[src/rtl/riscv_pkg.sv]
// Shared RISC-V front-end definitions: fetch FSM states, the canonical NOP and
// the base-ISA opcodes that the control unit decodes.
package riscv_pkg;

  localparam int XLEN = 32;

  localparam logic [XLEN-1:0] NOP_INSTR = 32'h0000_0013;  // addi x0, x0, 0

  localparam logic [6:0] OPC_LOAD   = 7'b0000011;
  localparam logic [6:0] OPC_OP_IMM = 7'b0010011;
  localparam logic [6:0] OPC_AUIPC  = 7'b0010111;
  localparam logic [6:0] OPC_STORE  = 7'b0100011;
  localparam logic [6:0] OPC_OP     = 7'b0110011;
  localparam logic [6:0] OPC_LUI    = 7'b0110111;
  localparam logic [6:0] OPC_BRANCH = 7'b1100011;
  localparam logic [6:0] OPC_JALR   = 7'b1100111;
  localparam logic [6:0] OPC_JAL    = 7'b1101111;
  localparam logic [6:0] OPC_SYSTEM = 7'b1110011;

  typedef enum logic [2:0] {
    IDLE,
    REQ,
    WAIT,
    BUF,
    DRAIN
  } fetch_state_e;

endpackage

[src/rtl/riscv_if_id_reg.sv]
// IF/ID pipeline register: load a fetched instruction, hold it while decode
// stalls, drop it once consumed or flushed. An empty slot always carries NOP.
module riscv_if_id_reg
  import riscv_pkg::*;
#(
  parameter logic [XLEN-1:0] NOP = NOP_INSTR
) (
  input  logic            clk,
  input  logic            rst_n,
  input  logic            flush,
  input  logic            load,
  input  logic            stall,
  input  logic [XLEN-1:0] load_pc,
  input  logic [XLEN-1:0] load_instr,
  output logic            valid,
  output logic [XLEN-1:0] pc,
  output logic [XLEN-1:0] instr
);

  // NOTE: registers are written with <= so every flop samples pre-edge values.
  always_ff @(posedge clk) begin
    if (!rst_n) begin
      valid <= 1'b0;
      pc    <= '0;
      instr <= NOP;
    end else if (flush) begin
      valid <= 1'b0;
      instr <= NOP;
    end else if (load) begin
      valid <= 1'b1;
      pc    <= load_pc;
      instr <= load_instr;
    end else if (!stall) begin
      // Decode took the instruction (or the slot was already empty).
      valid <= 1'b0;
      instr <= NOP;
    end
  end

endmodule

[src/rtl/riscv_fetch_unit.sv]
// Instruction-fetch stage: owns the PC, runs a one-outstanding req/gnt/rvalid
// fetch FSM with a one-entry skid buffer, and feeds the IF/ID register.
module riscv_fetch_unit
  import riscv_pkg::*;
#(
  parameter logic [XLEN-1:0] RESET_PC  = 32'h0000_0000,
  parameter logic [XLEN-1:0] NOP_INSTR = riscv_pkg::NOP_INSTR
) (
  input  logic            clk,
  input  logic            rst_n,
  input  logic            stall_i,
  input  logic            redirect_i,
  input  logic [XLEN-1:0] redirect_pc_i,
  output logic            imem_req_o,
  output logic [XLEN-1:0] imem_addr_o,
  input  logic            imem_gnt_i,
  input  logic            imem_rvalid_i,
  input  logic [XLEN-1:0] imem_rdata_i,
  output logic            if_valid_o,
  output logic [XLEN-1:0] if_pc_o,
  output logic [XLEN-1:0] if_instr_o,
  output logic [6:0]      opcode_o
);

  fetch_state_e    state_q, state_d;
  logic [XLEN-1:0] pc_q, pc_d;
  logic [XLEN-1:0] buf_pc_q, buf_pc_d;
  logic [XLEN-1:0] buf_instr_q, buf_instr_d;

  logic            id_load, id_flush;
  logic [XLEN-1:0] id_load_pc, id_load_instr;
  logic            slot_free;
  logic [XLEN-1:0] redirect_target;

  assign slot_free       = !if_valid_o || !stall_i;
  assign redirect_target = redirect_pc_i & ~32'h3;
  assign imem_addr_o     = pc_q;
  assign opcode_o        = if_instr_o[6:0];

  always_ff @(posedge clk) begin
    if (!rst_n) begin
      state_q     <= IDLE;
      pc_q        <= RESET_PC;
      // NOTE: the skid buffer is reset too; it is a single entry, so clearing
      // it costs nothing and keeps X out of the IF/ID path.
      buf_pc_q    <= '0;
      buf_instr_q <= NOP_INSTR;
    end else begin
      state_q     <= state_d;
      pc_q        <= pc_d;
      buf_pc_q    <= buf_pc_d;
      buf_instr_q <= buf_instr_d;
    end
  end

  always_comb begin
    // NOTE: every signal driven here gets a default first, so no path infers a latch.
    state_d       = state_q;
    pc_d          = pc_q;
    buf_pc_d      = buf_pc_q;
    buf_instr_d   = buf_instr_q;
    imem_req_o    = 1'b0;
    id_load       = 1'b0;
    id_flush      = 1'b0;
    id_load_pc    = pc_q;
    id_load_instr = imem_rdata_i;

    // Redirect wins over everything; the per-state code only picks the next state.
    if (redirect_i) begin
      pc_d = redirect_target;
      if (state_q != IDLE) begin
        id_flush    = 1'b1;
        buf_pc_d    = '0;
        buf_instr_d = NOP_INSTR;
      end
    end

    case (state_q)
      IDLE: state_d = REQ;

      REQ: begin
        imem_req_o = 1'b1;
        if (redirect_i)      state_d = imem_gnt_i ? DRAIN : REQ;
        else if (imem_gnt_i) state_d = WAIT;
      end

      WAIT: begin
        if (redirect_i) begin
          state_d = imem_rvalid_i ? REQ : DRAIN;
        end else if (imem_rvalid_i) begin
          pc_d = pc_q + 32'd4;
          if (slot_free) begin
            id_load = 1'b1;
            state_d = REQ;
          end else begin
            buf_pc_d    = pc_q;
            buf_instr_d = imem_rdata_i;
            state_d     = BUF;
          end
        end
      end

      BUF: begin
        if (redirect_i) begin
          state_d = REQ;
        end else if (!stall_i) begin
          id_load       = 1'b1;
          id_load_pc    = buf_pc_q;
          id_load_instr = buf_instr_q;
          buf_pc_d      = '0;
          buf_instr_d   = NOP_INSTR;
          state_d       = REQ;
        end
      end

      // The stale response is dropped whether or not a new redirect arrives.
      DRAIN: if (imem_rvalid_i) state_d = REQ;

      default: state_d = IDLE;
    endcase
  end

  riscv_if_id_reg #(
    .NOP(NOP_INSTR)
  ) u_if_id (
    .clk       (clk),
    .rst_n     (rst_n),
    .flush     (id_flush),
    .load      (id_load),
    .stall     (stall_i),
    .load_pc   (id_load_pc),
    .load_instr(id_load_instr),
    .valid     (if_valid_o),
    .pc        (if_pc_o),
    .instr     (if_instr_o)
  );

endmodule
[config.mk]
export PLATFORM = sky130hd
export DESIGN_NAME = riscv_fetch_unit
export DESIGN_NICKNAME = d
export VERILOG_FILES = /design/src/rtl/riscv_pkg.sv /design/src/rtl/riscv_if_id_reg.sv /design/src/rtl/riscv_fetch_unit.sv
export SDC_FILE = /design/constraint.sdc
export NUM_CORES = 1
export LEC_CHECK = 0
export CAP_MARGIN = 20
export CORE_ASPECT_RATIO = 1.4
export CORE_MARGIN = 3
export CORE_UTILIZATION = 45
export CTS_CLUSTER_DIAMETER = 80
export DETAILED_ROUTE_END_ITERATION = 12
export HOLD_SLACK_MARGIN = 0.12
export PLACE_DENSITY = 0.76
export SLEW_MARGIN = 20
export SYNTH_ARGS = -nofsm -noshare
export SYNTH_HDL_FRONTEND = slang
export SYNTH_SLANG_ARGS = --single-unit
[constraint.sdc]
create_clock -name clk -period 1.9 [get_ports clk]
set_input_delay 0.38 -clock clk [delete_from_list [all_inputs] [get_ports clk]]
set_output_delay 0.38 -clock clk [all_outputs]
set_load 0.1 [all_outputs]
==> results of run 1 <==
final timing paths:
path | endpoint | startpoint | slack (ps)
min | state_q[1] | redirect_i | 440
min reg2reg | buf_pc_q[18] | buf_pc_q[18] | 470
max reg2reg | u_if_id.pc[19] | state_q[1] | 80
max | u_if_id.pc[19] | state_q[1] | 80
power breakdown:
group / internal, W / switching [W] / leakage, nW
clock network: 0.00199 / 0.00137 / 0.281
logic: 0.000570 / 0.000879 / 2.48
registers: 0.00349 / 0.0000963 / 1.34
total: 0.00605 / 0.00235 / 4.10
layer usage:
layer	track usage (%)	part of all wire (%)	vias up
li1	-	-	3555
met1	31.2	37	3682
met2	48.5	53	356
met3	6.85	7.6	48
met4	11.4	2.6	0
met5	0	0	-
flip-flops by register name (all words and copies together), names as in the netlist:
register,flops
state_q,3
u_if_id.instr,32
buf_pc_q,32
imem_addr_o,32
u_if_id.valid,1
buf_instr_q,32
u_if_id.pc,32
worst reg2reg max path, delay by kind of cell, from the launching register on:
kind | cells | cell delay [ps]
buf+inv | 1 | 220
flops | 1 | 490
simple gates | 2 | 720
compound gates | 2 | 280
metrics by stage:
stage / hold slack [ps] / utilization [%] / TNS [ps] / instances
2_1_floorplan: 437 / - / -437 / 845
3_3_place_gp: 451 / 67.8 / -32020 / 1213
3_5_place_dp: 453 / 67.8 / -36190 / 1213
4_1_cts: 414 / 71.6 / 0 / 1244
5_1_grt: 446 / 71.7 / -41.9 / 1245
6_report: 441 / 71.7 / 0 / 1245
final cells by class:
cell class                      instances  share of cell area [%]
Inverter                               10                   0.342
Timing Repair Buffer                  263                    29.4
Sequential cell                       164                    30.7
Multi-Input combinational cell        585                    32.2
Clock inverter                          7                   0.626
Tap cell                              192                    2.19
Clock buffer                           24                    4.59
cells in the final DEF (no fill, tap or decap), drive strengths merged, types with 8 or more instances in the layout:
cell	n
a21oi	58
a221oi	22
a222oi	30
a22o	14
a22oi	32
a31oi	38
and3	8
buf	197
clkbuf	24
clkdlybuf4s50	66
dfxtp	164
inv	12
nand2	88
nand3	20
nand4	10
nor2	81
nor3	32
nor4	9
o21ai	66
o22ai	10
xor2	9
logic make-up (layout without fill, tap and decap cells):
| family | count (synthesis) | count (layout) | synth area share [%] |
|---|---|---|---|
| buf+inv | 96 | 304 | 5.66 |
| simple gates | 277 | 277 | 18.5 |
| mux | 7 | 7 | 1.09 |
| compound gates | 291 | 291 | 27.5 |
| xor+xnor | 9 | 9 | 1.10 |
| flops | 164 | 164 | 45.9 |
| fa+ha+maj | 1 | 1 | 0.175 |
repair_timing:
item                                    4_1_cts  5_1_grt
buffers inserted                              0        1
resized for setup                             0        5
endpoints found under the setup margin        0       13
==> out/results.tsv, run 1 <==
metric	value	unit
setup-violations-final	0	
n_antenna_cell	0	
crit_cells	5	
clock_tree.htree_level_count	4	
timing.final.max_slew_violations	0	
seq_area_frac_synth	45.9	%
power_per_cell_area	764	mW/mm^2
synth_warnings	0	
timing.critical_path.required	2200	ps
r2r_cells	5	
synthToLayoutAreaGrowth	53.8	%
drt_drc_violations_left	0	
first_global_vias	7584	
cts_inserted_buffers	17	
layout_setup_ws	75.3	ps
syn_avg_cell_area	8.46	um^2
worstHoldPathType	primary input to register	
clock_tree.root_cell	sky130_fd_sc_hd__clkbuf_16	
crit_family	simple AND/OR/NAND/NOR gates	
chipWidth	113	um
cts.hold.buffers_added	0	
status	complete, no violations	
wire_length_reported_by_the_detailed_router	24.2	mm
floorplan.die_area	0.0174	mm^2
timing.critical_path.cells	nand4bb_1 > nand2b_2 > buf_12 > o21ai_0 > a31oi_1	
fp.dieH	155	um
globalRoute.totalOverflow	0	
post_route_cells_drive_above_1_share	26.5	%
post_synth_main_area_contributors	sky130_fd_sc_hd__dfxtp_1 46%, sky130_fd_sc_hd__nand2_1 4.6%, sky130_fd_sc_hd__o21ai_0 4.6%, sky130_fd_sc_hd__nor2_1 4.3%, sky130_fd_sc_hd__a222oi_1 4.2%	
floorplan.initialDensity	46.6	%
tightest_slew	519	ps
floorplan.rows	53	
detailroute.via_count	7641	
cp-start-kind	register	
first_pass_iters	6	
drt-initial-drc-count	723	
ios	175	
post_drt_wl_per_cell	19.4	um
synth_common_cells	164 x sky130_fd_sc_hd__dfxtp_1, 88 x sky130_fd_sc_hd__nand2_1, 81 x sky130_fd_sc_hd__nor2_1, 66 x sky130_fd_sc_hd__o21ai_0, 61 x sky130_fd_sc_hd__clkbuf_1	
area_taken_by_multi_input_logic_gates	0.00353	mm^2
netlist.top_cell.by_area	sky130_fd_sc_hd__dfxtp_1	
grt_max_degree	56	
final.period_utilization	96.0	%
num-nets-final	1112	
crit_fanout	30	
drt.antenna.violating_nets	0	
arrival	2120	ps
totalPowerFinal	0.00839	W
netlist.area_leader.share	45.9	%
dp_hpwl	16.9	mm
critical_path_buf_inv_count	1	
clk_path_buf_depth	2	
synth.net_count	916	
grt_antenna_before_repair	0	
async_reset_ff_share	0	%
most_frequent_cell_after_synthesis	sky130_fd_sc_hd__dfxtp_1	
max-slew-margin-rel	64.5	%
first_pass_grt_wire_length	38.8	mm
tritoncts	yes	
rsz0062_at_grt	true	
maximum_clock_skew_at_final_layout	6.51	ps
max_stage_delay	490	ps
synth_edf_count	0	
cellLeakagePower	4.10	nW
clk_transition_reported_paths	60	ps
fill_cells	1101	
post-place-ws	-401	ps
peakVddDrop	0.000546	V
avgViaCountPerCell	6.14	
postSynthCellCount	845	
place_area	0.0104	mm^2
cp-end-kind	register	
core	0.0153	mm^2
clkSinkCount	164	
post_synth_instance_area	0.00715	mm^2
port_buffers	172	
synth_register_bits	164	
worstSkewPairLatency	430	ps
top_flip_flop_cell_by_instance_count_after_synthesis	sky130_fd_sc_hd__dfxtp_1	
globalplace.congestion	0.906	
final-seq-area	0.00337	mm^2
fmax	548	MHz
master_of_the_slowest_instance_on_the_critical_path	sky130_fd_sc_hd__dfxtp_1	
fin_area	0.0110	mm^2
worstSetupPathType	register to register	
worst_hold_path_depth	3	
maxCapViolCount	0	
synth_cell_types	52	
final.min_clock_period	1820	ps
global_route.usage.total	27.4	%
finalHoldViolCount	0	
Power figures use the tool's default switching activity.
==> inputs of run 2 (changes only) <==
--- a/config.mk
+++ b/config.mk
@@ -6,13 +6,16 @@
 export NUM_CORES = 1
 export LEC_CHECK = 0
 export CAP_MARGIN = 20
+export CELL_PAD_IN_SITES_DETAIL_PLACEMENT = 1
+export CELL_PAD_IN_SITES_GLOBAL_PLACEMENT = 2
 export CORE_ASPECT_RATIO = 1.4
 export CORE_MARGIN = 3
-export CORE_UTILIZATION = 45
+export CORE_UTILIZATION = 26
 export CTS_CLUSTER_DIAMETER = 80
 export DETAILED_ROUTE_END_ITERATION = 12
+export GPL_TIMING_DRIVEN = 1
 export HOLD_SLACK_MARGIN = 0.12
-export PLACE_DENSITY = 0.76
+export PLACE_DENSITY = 0.75
 export SLEW_MARGIN = 20
 export SYNTH_ARGS = -nofsm -noshare
 export SYNTH_HDL_FRONTEND = slang
==> run 2 against run 1 <==
Compared with the run above: critical path depth up 1; clock power up 8.6%; critical path type unchanged; utilization down 29 points; first-iteration DRC count down 34%; the run now ends with negative setup slack left.
==> out/results.tsv, run 2 (synthesis results as in run 1) <==
metric	value	unit	change
final_common_cell	sky130_fd_sc_hd__dfxtp_1		unchanged
violations_in_the_final_reports	negative setup slack		
grt_antenna_before_repair	0		unchanged
cts.hold.buffers_added	0		unchanged
tightest_slew	656	ps	was 519 ps
clock_tree.htree_level_count	4		unchanged
layout.cells.most_common_list	134 x sky130_fd_sc_hd__dfxtp_1, 116 x sky130_fd_sc_hd__buf_4, 103 x sky130_fd_sc_hd__buf_12		was 135 x sky130_fd_sc_hd__dfxtp_1, 107 x sky130_fd_sc_hd__buf_4, 88 x sky130_fd_sc_hd__nand2_1
rsz0062_at_grt	true		unchanged
wire_length_reported_by_the_detailed_router	29.6	mm	was 24.2 mm
global_route.usage.total	19.6	%	was 27.4%
n_antenna_cell	0		unchanged
cts_inserted_buffers	17		unchanged
drt.antenna.violating_nets	0		unchanged
timing.critical_path.required	2240	ps	was 2200 ps
layout_setup_ws	-20.9	ps	was 75.3 ps
final.period_utilization	101	%	was 96.0%
num-nets-final	1136		was 1112
first_global_vias	7906		was 7584
final.min_clock_period	1920	ps	was 1820 ps
dp_hpwl	21.1	mm	was 16.9 mm
maxCapViolCount	0		unchanged
fmax	521	MHz	was 548 MHz
post-route-util	43.2	%	was 71.7%
maximum_clock_skew_at_final_layout	17.1	ps	was 6.51 ps
chipWidth	146	um	was 113 um
port_buffers	172		unchanged
max-slew-margin-rel	56.2	%	was 64.5%
core	0.0270	mm^2	was 0.0153 mm^2
crit_fanout	4		was 30
first_pass_iters	6		unchanged
drt_drc_violations_left	0		unchanged
critical_path_buf_inv_count	0		was 1
setup-violations-final	1		was 0
ios	175		unchanged
floorplan.rows	71		was 53
status	finished, violations left		was complete, no violations
peakVddDrop	0.000603	V	was 0.000546 V
cellLeakagePower	4.29	nW	was 4.10 nW
finalHoldViolCount	0		unchanged
clk_transition_reported_paths	70	ps	was 60 ps
max_stage_delay	550	ps	was 490 ps
detailroute.via_count	7577		was 7641
clk_path_buf_depth	2		unchanged
globalplace.congestion	0.816		was 0.906
totalPowerFinal	0.00877	W	was 0.00839 W
tritoncts	yes		unchanged
avgViaCountPerCell	5.25		was 6.14
hold_path_startpoint	redirect_i		unchanged
post_route_cells_drive_above_1_share	29.0	%	was 26.5%
post_drt_wl_per_cell	20.5	um	was 19.4 um
cp-start-kind	register		unchanged
floorplan.initialDensity	26.5	%	was 46.6%
setup.worst_path.start	imem_addr_o[2]		was state_q[1]
clkSinkCount	164		unchanged
worstSetupPathType	register to register		unchanged
cp-end-kind	register		unchanged
floorplan.die_area	0.0295	mm^2	was 0.0174 mm^2
crit_family	simple AND/OR/NAND/NOR gates		unchanged
worstHoldPathType	primary input to register		unchanged
timing.rr.start	imem_addr_o[2]		was state_q[1]
timing.critical_path.cells	ha_4 > nand3_2 > or4_4 > nor4_4 > a311oi_2 > a311oi_1		was nand4bb_1 > nand2b_2 > buf_12 > o21ai_0 > a31oi_1
timing.final.max_slew_violations	0		unchanged
power_per_cell_area	752	mW/mm^2	was 764 mW/mm^2
clock_tree.root_cell	sky130_fd_sc_hd__clkbuf_16		unchanged
grt_max_degree	39		was 56
first_pass_grt_wire_length	46.2	mm	was 38.8 mm
synthToLayoutAreaGrowth	63.2	%	was 53.8%
arrival	2260	ps	was 2120 ps
globalRoute.totalOverflow	0		unchanged
drt-initial-drc-count	480		was 723
fp.dieH	202	um	was 155 um
master_of_the_slowest_instance_on_the_critical_path	sky130_fd_sc_hd__or4_4		was sky130_fd_sc_hd__dfxtp_1
worstSkewPairLatency	440	ps	was 430 ps
==> run 2: path summary, 6_finish.rpt <==
kind | end | depth (start not counted) | slack [ps]
setup / recovery | imem_addr_o[28] | 6 | -20
hold / removal | imem_addr_o[19] | 4 | 470
hold reg to reg | buf_pc_q[27] | 1 | 470
setup reg to reg | imem_addr_o[28] | 6 | -20
==> run 2: worst reg2reg max path: stages, from the launching register on <==
cell	delay [ps]
sky130_fd_sc_hd__dfxtp_4	370
sky130_fd_sc_hd__ha_4	140
sky130_fd_sc_hd__nand3_2	80
sky130_fd_sc_hd__or4_4	550
sky130_fd_sc_hd__nor4_4	330
sky130_fd_sc_hd__a311oi_2	150
sky130_fd_sc_hd__a311oi_1	210
==> run 2: timing repair <==
action / 4_1_cts / 5_1_grt
resized for setup: 4 / 10
buffers inserted: 0 / 5
endpoints found under the setup margin: 114 / 59
endpoints found under the hold margin: 0 / 0
pin swaps: 0 / 8
==> run 2: metrics by stage <==
step                instance area (um^2)  setup WS, ps  hold WS, ps  TNS, ps  std cells
floorplan                           7280          -284          437     -437        845
global placement                   11000          -372          450   -34130       1406
detailed placement                 11000          -457          449   -39790       1406
CTS                                11600          6.82          465        0       1438
global route                       11700          -121          486     -121       1443
finish                             11700         -20.9          467    -20.9       1443
==> run 2: area by class of cell <==
type	count	area (um^2)
repair buffers	287	3610
well taps	365	457
flip-flops and latches	164	3380
fillers	3074	15300
multi-input cells	585	3580
clock buffers	19	433
inverters	10	37.5
clock inverters	13	174
==> run 2: routing by layer <==
| layer | share of wire [%] | wire [um] | vias to the layer above | track usage, % |
|---|---|---|---|---|
| met3 | 4.7 | 1380 | 27 | 4.22 |
| met5 | 0 | 0 | - | 0 |
| met4 | 1.4 | 411 | 0 | 4.74 |
| li1 | - | - | 3597 | - |
| met1 | 41 | 12000 | 3764 | 22.7 |
| met2 | 53 | 15800 | 189 | 36.6 |
==> run 2: where the power goes <==
part | switching, W | leakage, nW | total (W) | internal (W)
logic | 0.000929 | 2.66 | 0.00154 | 0.000615
registers | 0.0000965 | 1.34 | 0.00358 | 0.00349
clock network | 0.00155 | 0.284 | 0.00365 | 0.00209
==> inputs of run 3 (changes only) <==
--- a/config.mk
+++ b/config.mk
@@ -11,6 +11,7 @@
 export CORE_ASPECT_RATIO = 1.4
 export CORE_MARGIN = 3
 export CORE_UTILIZATION = 26
+export CTS_BUF_LIST = sky130_fd_sc_hd__clkbuf_16
 export CTS_CLUSTER_DIAMETER = 80
 export DETAILED_ROUTE_END_ITERATION = 12
 export GPL_TIMING_DRIVEN = 1
==> run 3 against run 2 <==
Compared with the run above: the flow still finishes with violations (negative setup slack); register-to-register slack hardly changed; setup slack hardly changed; clock skew decreased by 1.1 ps; first-iteration DRC count down 0.42%; sequential power hardly changed; wire length about the same; highest routed layer unchanged.
==> out/results.tsv, run 3 (synthesis results as in run 1) <==
metric	value	unit	change
avgViaCountPerCell	5.26		was 5.25
cp-start-kind	register		unchanged
post-place-ws	-457	ps	unchanged
layout_setup_ws	-20.7	ps	was -20.9 ps
clk_transition_reported_paths	70	ps	about the same
floorplan.initialDensity	26.5	%	unchanged
final_common_cell	sky130_fd_sc_hd__dfxtp_1		unchanged
worstSkewPairLatency	440	ps	about the same
status	finished, violations left		unchanged
peakVddDrop	0.000603	V	about the same
globalRoute.totalOverflow	0		unchanged
post_route_cells_drive_above_1_share	29.0	%	unchanged
cellLeakagePower	4.30	nW	was 4.29 nW
ios	175		unchanged
timing.critical_path.required	2240	ps	about the same
clkSinkCount	164		unchanged
global_route.usage.total	19.6	%	unchanged
placed_cells	1406		unchanged
rsz0062_at_grt	true		unchanged
final.min_clock_period	1920	ps	about the same
synthToLayoutAreaGrowth	63.2	%	unchanged
setup-violations-final	1		unchanged
post_drt_wl_per_cell	20.5	um	about the same
place_area	0.0110	mm^2	unchanged
clk_path_buf_depth	2		unchanged
first_pass_grt_wire_length	46.2	mm	unchanged
grt_max_degree	39		unchanged
maxCapViolCount	0		unchanged
grt_antenna_before_repair	0		unchanged
fmax	521	MHz	about the same
worstSetupPathType	register to register		unchanged
tightest_slew	664	ps	was 656 ps
first_pass_iters	6		unchanged
arrival	2260	ps	about the same
fp.dieH	202	um	unchanged
drt_drc_violations_left	0		unchanged
crit_fanout	4		unchanged
violations_in_the_final_reports	negative setup slack		unchanged
power_per_cell_area	751	mW/mm^2	was 752 mW/mm^2
chipWidth	146	um	unchanged
drt-initial-drc-count	478		was 480
timing.setup.tns	-20.7	ps	was -20.9 ps
clock_tree.htree_level_count	4		unchanged
wire_length_reported_by_the_detailed_router	29.6	mm	about the same
n_antenna_cell	0		unchanged
finalHoldViolCount	0		unchanged
num-nets-final	1136		unchanged
first_global_vias	7906		unchanged
maximum_clock_skew_at_final_layout	16.0	ps	was 17.1 ps
globalplace.congestion	0.816		unchanged
core	0.0270	mm^2	unchanged
cts.hold.buffers_added	0		unchanged
dp_hpwl	21.1	mm	unchanged
tritoncts	yes		unchanged
layout.cells.most_common_list	134 x sky130_fd_sc_hd__dfxtp_1, 116 x sky130_fd_sc_hd__buf_4, 103 x sky130_fd_sc_hd__buf_12		unchanged
max-slew-margin-rel	55.6	%	was 56.2%
worstHoldPathType	primary input to register		unchanged
fin_area	0.0117	mm^2	unchanged
floorplan.rows	71		unchanged
floorplan.die_area	0.0295	mm^2	unchanged
cp-end-kind	register		unchanged
drt.antenna.violating_nets	0		unchanged
detailroute.via_count	7596		was 7577
cts_inserted_buffers	17		unchanged
post-route-util	43.2	%	unchanged
final.period_utilization	101	%	about the same
port_buffers	172		unchanged
timing.final.max_slew_violations	0		unchanged
clock_tree.root_cell	sky130_fd_sc_hd__clkbuf_16		unchanged
fill_cells	3074		unchanged
final-instance-count-excl-fill	1443		unchanged
==> run 3: changes by cell type in the layout (fill, tap and decap cells not counted) <==
cell                       change
sky130_fd_sc_hd__inv_1         +2
sky130_fd_sc_hd__clkbuf_1      -2
==> run 3: critical path, cell delays in order (launching register included) <==
cell	delay, ps
sky130_fd_sc_hd__dfxtp_4	370
sky130_fd_sc_hd__ha_4	140
sky130_fd_sc_hd__nand3_2	80
sky130_fd_sc_hd__or4_4	550
sky130_fd_sc_hd__nor4_4	330
sky130_fd_sc_hd__a311oi_2	150
sky130_fd_sc_hd__a311oi_1	200
==> run 3: through the flow <==
stage / power (W) / hold WS [ps]
after global routing: 0.00907 / 486
after global placement: 0.00517 / 450
final: 0.00876 / 467
after CTS: 0.00886 / 465
after detailed placement: 0.00519 / 449
after floorplan: 0.00441 / 437
==> run 3: path summary, 6_finish.rpt <==
check                 startpoint              end  slack [ps]  cells after the start
setup reg to reg  imem_addr_o[2]  imem_addr_o[28]         -20                      6
hold / removal        redirect_i  imem_addr_o[19]         470                      4
hold reg to reg     buf_pc_q[27]     buf_pc_q[27]         470                      1
setup / recovery  imem_addr_o[2]  imem_addr_o[28]         -20                      6
==> run 3: cell type report <==
cell class | count | area (um^2) | share of cell area [%]
Timing Repair Buffer | 287 | 3610 | 31.0
Multi-Input combinational cell | 585 | 3580 | 30.7
Sequential cell | 164 | 3380 | 28.9
Tap cell | 365 | 457 | 3.92
Clock buffer | 17 | 425 | 3.65
Clock inverter | 15 | 181 | 1.56
Inverter | 10 | 37.5 | 0.322
==> run 3: what timing repair did <==
action,4_1_cts,5_1_grt
pin swaps,0,8
gates resized for setup,4,10
buffers inserted,0,5
setup endpoints to repair,114,59
==> run 3: layer usage <==
metal | vias up | part of all wire, % | wire, um | GRT usage (%)
met5 | - | 0 | 0 | 0
met4 | 0 | 1.4 | 410 | 4.74
met3 | 27 | 4.9 | 1450 | 4.22
met2 | 201 | 54 | 15800 | 36.6
met1 | 3770 | 40 | 11900 | 22.7
li1 | 3598 | - | - | -
==> run 3: where the power goes <==
part	switching, W	total, W	internal, W
logic	0.000929	0.00154	0.000615
clock network	0.00155	0.00363	0.00208
registers	0.0000965	0.00358	0.00349
